File: config.mk
export PLATFORM = sky130hd
export DESIGN_NAME = sid_spi_regs
export DESIGN_NICKNAME = d
export VERILOG_FILES = /design/src/rtl/sid_spi_regs.sv
export SDC_FILE = /design/constraint.sdc
export NUM_CORES = 1
export LEC_CHECK = 0
export ABC_AREA = 1
export CAP_MARGIN = 0
export CORE_ASPECT_RATIO = 1.5
export CORE_UTILIZATION = 56
export CTS_CLUSTER_SIZE = 20
export DETAILED_ROUTE_END_ITERATION = 16
export DONT_BUFFER_PORTS = 1
export PLACE_DENSITY = 0.68
export SYNTH_ARGS = -nofsm -noshare
export SYNTH_HDL_FRONTEND = slang
export SYNTH_SLANG_ARGS = --single-unit
File: constraint.sdc
create_clock -name clk -period 1.9 [get_ports clk]
set_input_delay 0.19 -clock clk [delete_from_list [all_inputs] [get_ports clk]]
set_output_delay 0.19 -clock clk [all_outputs]
set_load 0.01 [all_outputs]
File: src/rtl/sid_spi_regs.sv
// sid_spi_regs: SPI mode-0 slave that programs the SID voice-control bus.
// Every SPI pin is oversampled in the clk domain; sclk is never used as a clock.
// A frame is 16 bits while cs_n is low: a command byte (bit7 = read, bits6:0 =
// address) followed by a data byte. The 16-bit words are written through
// shadow bytes, so each word changes in one step.
//
// Ports:
//   clk        system clock, rising edge
//   rst        asynchronous active-low reset
//   sclk       SPI clock from the host (idle low, asynchronous)
//   cs_n       SPI chip select, active low (asynchronous)
//   mosi       SPI data in, MSB first
//   miso       SPI read data out, MSB first, low when no read data is shifting
//   frequency  committed 16-bit voice frequency word
//   duration   committed 16-bit voice duration word
//   attack     committed attack byte
//   sustain    committed sustain byte
//   waveform   committed waveform byte
//   frame_err  one-cycle pulse when a frame is aborted part-way
module sid_spi_regs (
  input  logic        clk,
  input  logic        rst,
  input  logic        sclk,
  input  logic        cs_n,
  input  logic        mosi,
  output logic        miso,
  output logic [15:0] frequency,
  output logic [15:0] duration,
  output logic [7:0]  attack,
  output logic [7:0]  sustain,
  output logic [7:0]  waveform,
  output logic        frame_err
);

  localparam int unsigned ByteW  = 8;
  localparam int unsigned WordW  = 16;
  localparam int unsigned AddrW  = 7;
  localparam int unsigned CntW   = 5;
  localparam int unsigned SrW    = WordW - 1;

  localparam logic [CntW-1:0] BcntZero    = CntW'(0);
  localparam logic [CntW-1:0] BcntCmdLast = CntW'(7);
  localparam logic [CntW-1:0] BcntDatLast = CntW'(15);
  localparam logic [CntW-1:0] BcntFull    = CntW'(16);

  localparam logic [AddrW-1:0] AddrFreqLo = AddrW'(0);
  localparam logic [AddrW-1:0] AddrFreqHi = AddrW'(1);
  localparam logic [AddrW-1:0] AddrDurLo  = AddrW'(2);
  localparam logic [AddrW-1:0] AddrDurHi  = AddrW'(3);
  localparam logic [AddrW-1:0] AddrAttack = AddrW'(4);
  localparam logic [AddrW-1:0] AddrSustn  = AddrW'(5);
  localparam logic [AddrW-1:0] AddrWave   = AddrW'(6);

  // Synchronisers: sclk has an extra stage for edge detection, cs_n keeps
  // its previous synchronised value for deselect-edge detection.
  logic [2:0] sclk_sync_q, sclk_sync_d;
  logic [1:0] cs_sync_q,   cs_sync_d;
  logic       cs_prev_q,   cs_prev_d;
  logic [1:0] mosi_sync_q, mosi_sync_d;

  // Frame state.
  logic             armed_q,     armed_d;
  logic [CntW-1:0]  bcnt_q,      bcnt_d;
  logic [SrW-1:0]   sr_q,        sr_d;
  logic [ByteW-1:0] osr_q,       osr_d;
  logic             rd_active_q, rd_active_d;
  logic             miso_q,      miso_d;
  logic             frame_err_q, frame_err_d;

  // Shadow bytes and committed voice registers.
  logic [ByteW-1:0] freq_sh_q,   freq_sh_d;
  logic [ByteW-1:0] dur_sh_q,    dur_sh_d;
  logic [WordW-1:0] freq_q,      freq_d;
  logic [WordW-1:0] dur_q,       dur_d;
  logic [ByteW-1:0] attack_q,    attack_d;
  logic [ByteW-1:0] sustain_q,   sustain_d;
  logic [ByteW-1:0] waveform_q,  waveform_d;

  // Decoded events.
  logic             sclk_rise;
  logic             sclk_fall;
  logic             cs_hi;
  logic             cs_rise;
  logic             shift_en;
  logic [WordW-1:0] sr_shift;
  logic             load_rd;
  logic             wr_commit;
  logic [AddrW-1:0] wr_addr;
  logic [ByteW-1:0] wr_data;
  logic [AddrW-1:0] rd_addr;
  logic [ByteW-1:0] rd_byte;

  // Edge and frame-event decode.
  always_comb begin
    sclk_rise = sclk_sync_q[1] & ~sclk_sync_q[2];
    sclk_fall = ~sclk_sync_q[1] & sclk_sync_q[2];
    cs_hi     = cs_sync_q[1];
    cs_rise   = cs_hi & ~cs_prev_q;
    // Deselect has priority over a simultaneous rise; bits past 16 are ignored.
    // Nothing is counted until cs_n has been seen high since reset, so a
    // frame interrupted by reset is discarded.
    shift_en  = armed_q & ~cs_hi & sclk_rise & (bcnt_q != BcntFull);
    sr_shift  = {sr_q, mosi_sync_q[1]};
    rd_addr   = sr_shift[AddrW-1:0];
    load_rd   = shift_en & (bcnt_q == BcntCmdLast) & sr_shift[ByteW-1];
    wr_addr   = sr_shift[WordW-2:ByteW];
    wr_data   = sr_shift[ByteW-1:0];
    wr_commit = shift_en & (bcnt_q == BcntDatLast) & ~sr_shift[WordW-1];
  end

  // Read-back mux: 16-bit words return the committed bytes, not the shadows.
  always_comb begin
    rd_byte = '0;
    case (rd_addr)
      AddrFreqLo: rd_byte = freq_q[ByteW-1:0];
      AddrFreqHi: rd_byte = freq_q[WordW-1:ByteW];
      AddrDurLo:  rd_byte = dur_q[ByteW-1:0];
      AddrDurHi:  rd_byte = dur_q[WordW-1:ByteW];
      AddrAttack: rd_byte = attack_q;
      AddrSustn:  rd_byte = sustain_q;
      AddrWave:   rd_byte = waveform_q;
      default:    rd_byte = '0;
    endcase
  end

  // Next-state logic.
  always_comb begin
    sclk_sync_d = {sclk_sync_q[1:0], sclk};
    cs_sync_d   = {cs_sync_q[0], cs_n};
    cs_prev_d   = cs_sync_q[1];
    mosi_sync_d = {mosi_sync_q[0], mosi};

    armed_d     = armed_q;
    bcnt_d      = bcnt_q;
    sr_d        = sr_q;
    osr_d       = osr_q;
    rd_active_d = rd_active_q;
    miso_d      = miso_q;
    frame_err_d = 1'b0;
    freq_sh_d   = freq_sh_q;
    dur_sh_d    = dur_sh_q;
    freq_d      = freq_q;
    dur_d       = dur_q;
    attack_d    = attack_q;
    sustain_d   = sustain_q;
    waveform_d  = waveform_q;

    if (cs_hi) begin
      armed_d     = 1'b1;
      bcnt_d      = BcntZero;
      rd_active_d = 1'b0;
      miso_d      = 1'b0;
      // A frame that stopped neither before its first bit nor at 16 bits.
      if (cs_rise && (bcnt_q != BcntZero) && (bcnt_q != BcntFull)) begin
        frame_err_d = 1'b1;
      end
    end else begin
      if (shift_en) begin
        sr_d   = sr_shift[SrW-1:0];
        bcnt_d = bcnt_q + CntW'(1);
      end

      if (load_rd) begin
        osr_d       = rd_byte;
        rd_active_d = 1'b1;
      end

      // Present the next read bit on each falling sclk; host samples on rise.
      if (sclk_fall) begin
        if (rd_active_q) begin
          miso_d = osr_q[ByteW-1];
          osr_d  = {osr_q[ByteW-2:0], 1'b0};
        end else begin
          miso_d = 1'b0;
        end
      end

      if (wr_commit) begin
        case (wr_addr)
          AddrFreqLo: freq_sh_d  = wr_data;
          AddrFreqHi: freq_d     = {wr_data, freq_sh_q};
          AddrDurLo:  dur_sh_d   = wr_data;
          AddrDurHi:  dur_d      = {wr_data, dur_sh_q};
          AddrAttack: attack_d   = wr_data;
          AddrSustn:  sustain_d  = wr_data;
          AddrWave:   waveform_d = wr_data;
          default: ;
        endcase
      end
    end
  end

  // State registers.
  always_ff @(posedge clk or negedge rst) begin
    if (!rst) begin
      sclk_sync_q <= '0;
      cs_sync_q   <= '0;
      cs_prev_q   <= 1'b0;
      mosi_sync_q <= '0;
      armed_q     <= 1'b0;
      bcnt_q      <= '0;
      sr_q        <= '0;
      osr_q       <= '0;
      rd_active_q <= 1'b0;
      miso_q      <= 1'b0;
      frame_err_q <= 1'b0;
      freq_sh_q   <= '0;
      dur_sh_q    <= '0;
      freq_q      <= '0;
      dur_q       <= '0;
      attack_q    <= '0;
      sustain_q   <= '0;
      waveform_q  <= '0;
    end else begin
      sclk_sync_q <= sclk_sync_d;
      cs_sync_q   <= cs_sync_d;
      cs_prev_q   <= cs_prev_d;
      mosi_sync_q <= mosi_sync_d;
      armed_q     <= armed_d;
      bcnt_q      <= bcnt_d;
      sr_q        <= sr_d;
      osr_q       <= osr_d;
      rd_active_q <= rd_active_d;
      miso_q      <= miso_d;
      frame_err_q <= frame_err_d;
      freq_sh_q   <= freq_sh_d;
      dur_sh_q    <= dur_sh_d;
      freq_q      <= freq_d;
      dur_q       <= dur_d;
      attack_q    <= attack_d;
      sustain_q   <= sustain_d;
      waveform_q  <= waveform_d;
    end
  end

  assign miso      = miso_q;
  assign frequency = freq_q;
  assign duration  = dur_q;
  assign attack    = attack_q;
  assign sustain   = sustain_q;
  assign waveform  = waveform_q;
  assign frame_err = frame_err_q;

endmodule
; After elaboration in Yosys (flattened, before gate mapping)
; Cells that the tools add are included.
[word_totals]
ff_bits = 112
in_bits = 5
wordCells = 78
[op_classes]
add_sub_neg = 1
eq_ne = 15
muxes = 13
n_bitwise = 15
reduce_logical = 16
[ops]
columns = cell, count
row1 = case mux 8 bit (7 select lines), 1
row2 = == test 7 x 3 -> 1 bit (second input constant), 6
row3 = == test 7 x 2 -> 1 bit (second input constant), 4
row4 = 2-to-1 mux 8 bit, 3
row5 = AND reduction 3 bit, 7
row6 = == test 7 x 1 -> 1 bit (second input constant), 2
row7 = logical NOT 7 bit, 2
row8 = bitwise AND 1 bit, 10
row9 = 2-to-1 mux 5 bit, 2
row10 = 2-to-1 mux 1 bit, 7
row11 = nonzero test 2 bit, 3
row12 = adder 5 x 1 -> 5 bit (second input constant), 1
row13 = == test 5 x 3 -> 1 bit (second input constant), 1
row14 = == test 5 x 4 -> 1 bit (second input constant), 1
row15 = != test 5 bit (second input constant), 1
row16 = inverter 1 bit, 5
row17 = nonzero test 5 bit, 1
row18 = logical AND 1 bit, 2
row19 = AND reduction 2 bit, 1

; Longest topological paths before layout
; Gate-level depths: netlist (run 1).
[depth]
word_depth = 9
mapped_depth = 13
depth_no_buf = 12

; Worst setup path before layout (run 1)
; OpenSTA, ideal clock, no wires.
[synth_path]
kind = register to register
from = reg bcnt_q[0]
to = reg dur_q[10] (netlist: duration[10])
setup_time_ns = 0.127
arrival_time_ns = 1.628
required_time_ns = 1.773
slack_ns = 0.146
path_stages_with_launch = 14
n_path_buf = 1
period_less_slack_ns = 1.754
cell_sequence = dfrtp_1 -> inv_1 -> ha_1 -> nand2_1 -> nor2_1 -> nand2_1 -> nand2_2 -> inv_2 -> nand2_2 -> nor2_8 -> nand3_1 -> buf_2 -> nand2_1 -> o21ai_1
[synth_via]
elab_chain_len = 5
[synth_rtl]
columns = element, line_no
row1 = "start, declared", 63  ; logic [CntW-1:0] bcnt_q, bcnt_d;
row2 = "start signal, assigned", 220  ; bcnt_q <= bcnt_d;
row3 = != test 5 bit, 102  ; shift_en = armed_q & ~cs_hi & sclk_rise & (bcnt_q != BcntFull);
row4 = bitwise AND 1 bit, 102
row5 = bitwise AND 1 bit (*) (2 in a row), 108  ; wr_commit = shift_en & (bcnt_q == BcntDatLast) & ~sr_shift[WordW-1];
row6 = AND reduction 3 bit (no line) (*), n/a
row7 = "end signal, assigned", 229  ; dur_q <= dur_d;
row8 = "end, declared", 74  ; logic [WordW-1:0] dur_q, dur_d;
; Every way passes the cells marked *; elsewhere a longest branch is shown, timed or not.
; A chain may end at the register's enable or synchronous reset.

; Worst setup path in the final report (run 1)
[layout_path]
from = reg bcnt_q[0]
to = reg freq_q[14] (netlist: frequency[14])
[layout_via]
elab_chain_len = 5
[layout_rtl]
columns = element, line_no
row1 = != test 5 bit, 102
row2 = bitwise AND 1 bit, 102
row3 = bitwise AND 1 bit (*) (2 in a row), 108
row4 = AND reduction 3 bit (no line) (*), n/a
row5 = "end signal, assigned", 228  ; freq_q <= freq_d;
row6 = "end, declared", 73  ; logic [WordW-1:0] freq_q, freq_d;
; Marks and branches as above.

==> results.json, run 1 <==
{
  "ys_seq_area_share_pct": 56.3,
  "grt_remaining_overflow": 0,
  "cts_hold_buf": 3,
  "hp-class": "in2async",
  "p_sw_share_pct": 27.5,
  "antenna_found_initial": 0,
  "cts_tree": "yes",
  "power_mw": 4.92,
  "clock_path_buffers": 2,
  "cts.sinks": 112,
  "syn2layout_area_growth_pct": 16.0,
  "synthCells": 601,
  "clkTransAtPathRegs_ns": 0.07,
  "violations": "hold timing, setup timing",
  "num_rows": 41,
  "dp_hpwl_um": 8960,
  "required_ns": 2.12,
  "ios": 63,
  "finalCritPeriodShare_pct": 101,
  "crit_end": "frequency[14]",
  "fin_ws_ns": -0.0113,
  "ff2ff_path_depth": 11,
  "h-tree-depth": 3,
  "p_switching_mw": 1.35,
  "fin_cells": 736,
  "synthTopCellsByArea": "dfrtp_1, nand2_1, o21ai_1",
  "grt_max_degree": 113,
  "cap_violations": 0,
  "avgSynthCellArea_um2": 8.28,
  "power.share.clock_pct": 36.3,
  "initialDrtViolationCount": 292,
  "tns_ns": -0.0379,
  "setup_violations": 5,
  "startpoint": "bcnt_q[0]",
  "internal_power_mw": 3.56,
  "critPathArrivalTime_ns": 2.13,
  "die_h_um": 117,
  "synth_seq_cells": 112,
  "num_antenna_cells": 0,
  "synth_area_leader_cell": "dfrtp_1",
  "root_buffer": "clkbuf_16",
  "synth_warnings": 0,
  "worst_hold_slack_ns": -0.460,
  "pwr-share-comb_pct": 13.6,
  "period_needed_ns": 1.91,
  "cts_made_buffers": 9,
  "relSlewSlack_pct": 69.2,
  "ff2ff_setup_slack_ns": -0.01,
  "rsz0062_at_grt": "true",
  "nFillCells": 687,
  "syn_nets": 609,
  "finalClockSkew_ns": 0.0109,
  "via_per_inst": 5.61,
  "status": "finished with violations",
  "drive_gt1_share_pct": 14.6,
  "layout_commonest_cell": "nand2_1",
  "grt_pass1_wl_um": 19700,
  "gp_congestion": 0.950,
  "portBuffers": 0,
  "critical_path_class": "reg2reg",
  "first_global_vias": 3735,
  "dp_cells": 710,
  "start_util_pct": 58.5,
  "wl_per_cell_um": 17.8,
  "grt_usage_pct": 28.4,
  "crit_path_start_kind": "flop",
  "max_freq_mhz": 523,
  "hold_viol_final": 112,
  "final_max_slew_viol_count": 0,
  "peakVddDrop_mv": 0.612,
  "wirelength_um": 13100,
  "die_w_um": 79.0,
  "worst_pin_slew_ns": 0.461,
  "pre_cts_ws_ns": 0.0105,
  "synth_area_mm2": 0.00498,
  "vias": 4126,
  "finish.utilization_pct": 67.8,
  "power.density_mw_per_mm2": 851,
  "drtAntennaViolNets": 0,
  "crit_path_end_kind": "flop",
  "clk_latency_ns": 0.35,
  "drt-pass1-iter-count": 4,
  "core_mm2": 0.00852,
  "r2r_start": "bcnt_q[0]",
  "critPathMaxFanout": 8,
  "reg2reg_to": "frequency[14]",
  "nNetsFinal": 632,
  "power_frac_seq_pct": 50.1,
  "die-area_mm2": 0.00928,
  "drc": 0,
  "final_cell_mix": "nand2_1, dfrtp_1, nand3_1, o21ai_1, nor2_1",
  "yosysTopAreaCellShare_pct": 56.3,
  "leakagePower_nw": 2.76,
  "ys_types": 22
}
[power by group through the flow]
stage / clock network [mW] / registers, mW / logic, mW
6_report: 1.79 / 2.46 / 0.667
5_1_grt: 1.89 / 2.47 / 0.710
4_1_cts: 1.82 / 2.46 / 0.644
3_5_place_dp: 0 / 2.51 / 0.637
3_3_place_gp: 0 / 2.51 / 0.626
2_1_floorplan: 0 / 2.50 / 0.365
[cell usage after synthesis, drive strengths merged]
master / number
o22ai: 2
nand4: 4
inv: 49
nor2: 55
a21oi: 8
nand2: 191
o21ai: 90
nor3: 10
o211ai: 1
clkbuf: 9
ha: 3
buf: 13
dfrtp: 112
nand3: 54
[flip-flops by register name, summed over array words and instances (netlist names)]
name	flops
armed_q	1
freq_sh_q	8
cs_sync_q	2
mosi_sync_q	2
sustain	8
attack	8
bcnt_q	5
cs_prev_q	1
waveform	8
rd_active_q	1
osr_q	8
miso	1
frequency	16
sr_q	15
sclk_sync_q	3
duration	16
dur_sh_q	8
frame_err	1
[metrics by stage]
| stage | hold WS (ns) | cell area (µm²) |
|---|---|---|
| 2_1_floorplan | -0.106 | 4980 |
| 3_3_place_gp | -0.103 | 5230 |
| 3_5_place_dp | -0.104 | 5230 |
| 4_1_cts | -0.475 | 5540 |
| 5_1_grt | -0.476 | 5770 |
| 6_report | -0.460 | 5770 |
[per-layer routing]
| layer | GRT usage, % | share of wire, % | vias up |
|---|---|---|---|
| met4 | 12.7 | 3.7 | 0 |
| met3 | 5.43 | 6.2 | 30 |
| met5 | 0 | 0 | - |
| met2 | 46.3 | 50 | 160 |
| met1 | 36.5 | 40 | 1950 |
| li1 | - | - | 1986 |
[how the worst min path moves through the flow]
stage                     cells past startpoint  slack [ns]             end
after floorplan                               0       -0.11         armed_q
after global placement                        0       -0.10  sclk_sync_q[2]
after detailed placement                      0       -0.10            miso
after CTS                                     0       -0.48     waveform[3]
after global routing                          0       -0.48            miso
final                                         0       -0.46            miso
[logic make-up after synthesis]
| family | count (synthesis) | synth area share [%] |
|---|---|---|
| AOI/OAI and AO/OA | 101 | 10.3 |
| adders and majority gates | 3 | 0.754 |
| buffers and inverters | 71 | 5.78 |
| DFF | 112 | 56.3 |
| and+or+nand+nor | 314 | 26.9 |
[worst max-delay path, stage by stage, from the launching register on]
cell,delay [ns]
dfrtp_1,0.40
ha_2,0.21
nand2_2,0.08
nor2_2,0.12
ha_2,0.20
nand2_4,0.06
nor2_8,0.16
buf_6,0.12
nand3_4,0.11
clkbuf_16,0.21
nand2_2,0.05
o21ai_1,0.06
[cell type report]
type,count,area [µm²],area share (%)
flip-flops and latches,112,2800,48.5
clock inverters,5,38.8,0.672
clock buffers,11,243,4.20
inverters,49,184,3.19
repair buffers,34,339,5.87
multi-input cells,418,2030,35.2
well taps,107,134,2.32
[repair_timing]
| item | 4_1_cts | 5_1_grt |
|---|---|---|
| endpoints found under the hold margin | 115 | 112 |
| endpoints found under the setup margin | 4 | 61 |
| setup buffers | 0 | 5 |
| gates cloned | 0 | 2 |
| gates resized for setup | 0 | 43 |
| pin swaps | 0 | 7 |
Power figures use the tool's default switching activity.
==> run 2, diff against run 1 <==
--- a/config.mk
+++ b/config.mk
@@ -6,13 +6,14 @@
 export NUM_CORES = 1
 export LEC_CHECK = 0
 export ABC_AREA = 1
-export CAP_MARGIN = 0
+export CAP_MARGIN = 10
 export CORE_ASPECT_RATIO = 1.5
 export CORE_UTILIZATION = 56
 export CTS_CLUSTER_SIZE = 20
 export DETAILED_ROUTE_END_ITERATION = 16
 export DONT_BUFFER_PORTS = 1
 export PLACE_DENSITY = 0.68
+export SKIP_CTS_REPAIR_TIMING = 1
 export SYNTH_ARGS = -nofsm -noshare
 export SYNTH_HDL_FRONTEND = slang
 export SYNTH_SLANG_ARGS = --single-unit
==> run 2 against run 1 <==
- first-iteration DRC count grew 12%
- register-to-register slack is essentially flat
- sequential power is essentially flat
- clock skew grew 0.0025 ns
- total power is essentially flat
- routed wire length grew 0.11%
- the run still ends with hold timing, setup timing left
- largest cell class unchanged
- critical path depth is the same
- critical path type unchanged
- combinational power grew 0.7%
==> results.json, run 2 (same netlist as run 1, synthesis figures left out) <==
{
  "gp_congestion": 0.950,
  "critPathMaxFanout": 8,
  "hp-class": "in2async",
  "nNetsFinal": 632,
  "h-tree-depth": 3,
  "max_freq_mhz": 522,
  "power.share.clock_pct": 36.3,
  "pre_cts_ws_ns": 0.0105,
  "clk_latency_ns": 0.35,
  "p_sw_share_pct": 27.6,
  "internal_power_mw": 3.56,
  "wirelength_um": 13100,
  "hold_viol_final": 112,
  "drt-pass1-iter-count": 5,
  "die-area_mm2": 0.00928,
  "cts.sinks": 112,
  "num_rows": 41,
  "dp_cells": 710,
  "cts_tree": "yes",
  "setup_violations": 6,
  "critPathArrivalTime_ns": 2.14,
  "wl_per_cell_um": 17.8,
  "grt_remaining_overflow": 0,
  "dp_hpwl_um": 8960,
  "path_buf_inv": 2,
  "rsz0062_at_grt": "true",
  "path_delay_family": "simple AND/OR/NAND/NOR gates",
  "startpoint": "bcnt_q[0]",
  "final_cell_mix": "nand2_1, dfrtp_1, nand3_1, o21ai_1, nor2_1",
  "initialDrtViolationCount": 327,
  "clock_path_buffers": 2,
  "ios": 63,
  "tns_ns": -0.0698,
  "cpPeakStageDelay_ns": 0.40,
  "required_ns": 2.12,
  "antenna_found_initial": 0,
  "drtAntennaViolNets": 0,
  "worstPathCellList": "ha_2, nand2_2, nor2_2, ha_2, nand2_4, nor2_8, buf_6, nand3_4, clkbuf_16, nand2_2, o21ai_1",
  "syn2layout_area_growth_pct": 16.0,
  "cp_slowest_cell": "dfrtp_1",
  "die_w_um": 79.0,
  "worst_hold_slack_ns": -0.460,
  "critical_path_class": "reg2reg",
  "r2r_start": "bcnt_q[0]",
  "layout_commonest_cell": "nand2_1",
  "peakVddDrop_mv": 0.606,
  "start_util_pct": 58.5,
  "first_global_vias": 3717,
  "cp.depth": 11,
  "period_needed_ns": 1.92,
  "pwr-share-comb_pct": 13.7,
  "relSlewSlack_pct": 68.7,
  "worst_pin_slew_ns": 0.469,
  "finalInstanceArea_mm2": 0.00577,
  "drc": 0,
  "crit_path_end_kind": "flop",
  "vias": 4138,
  "grt_pass1_wl_um": 19700,
  "power_frac_seq_pct": 50.1,
  "cts_made_buffers": 9,
  "crit_path_start_kind": "flop",
  "leakagePower_nw": 2.76,
  "clkTransAtPathRegs_ns": 0.07,
  "die_h_um": 117,
  "p_switching_mw": 1.36,
  "drive_gt1_share_pct": 14.6,
  "power.density_mw_per_mm2": 852,
  "finalCritPeriodShare_pct": 101,
  "post_dp_cell_area_mm2": 0.00523,
  "core_mm2": 0.00852,
  "grt_usage_pct": 28.4,
  "via_per_inst": 5.62,
  "status": "finished with violations",
  "fin_ws_ns": -0.0171,
  "finalClockSkew_ns": 0.0134,
  "portBuffers": 0,
  "cap_violations": 0,
  "num_antenna_cells": 0,
  "grt_max_degree": 113,
  "finish.utilization_pct": 67.8,
  "fin_cells": 736,
  "ff2ff_path_depth": 11,
  "violations": "hold timing, setup timing",
  "final_max_slew_viol_count": 0,
  "root_buffer": "clkbuf_16"
}
## run 2: cell counts in the layout (fill, tap and decap cells not counted)
Identical to the previous run, type by type.
## run 2: power by group through the flow
stage	clock network (mW)	registers, mW	logic (mW)
finish	1.78	2.46	0.672
global route	1.89	2.47	0.710
CTS	1.82	2.46	0.640
detailed placement	0	2.51	0.637
global placement	0	2.51	0.626
floorplan	0	2.50	0.365
## run 2: through the flow
| stage | total power [mW] | hold WS, ns |
|---|---|---|
| after global placement | 3.13 | -0.103 |
| after global routing | 5.07 | -0.476 |
| after detailed placement | 3.15 | -0.104 |
| after floorplan | 2.86 | -0.106 |
| final | 4.92 | -0.460 |
| after CTS | 4.92 | -0.475 |
## run 2: path summary, 6_finish.rpt
path                       slack (ns)        endpoint
max in group asynchronous        2.17        sr_q[14]
hold / removal                  -0.46            miso
setup reg to reg                -0.02   frequency[14]
hold reg to reg                  0.35  mosi_sync_q[1]
setup / recovery                -0.02   frequency[14]
min in group clk                 0.35  mosi_sync_q[1]
## run 2: metal layers
metal	wire length, µm	vias to the layer above	GRT usage (%)
li1	-	1986	-
met1	5250	1955	36.4
met2	6570	162	46.2
met3	781	35	5.43
met4	503	0	12.7
met5	0	-	0
## run 2: area by class of cell
| type | instances | area (µm²) |
|---|---|---|
| Fill cell | 688 | 2740 |
| Tap cell | 107 | 134 |
| Clock buffer | 11 | 243 |
| Multi-Input combinational cell | 418 | 2030 |
| Inverter | 49 | 184 |
| Clock inverter | 5 | 38.8 |
| Sequential cell | 112 | 2800 |
| Timing Repair Buffer | 34 | 339 |
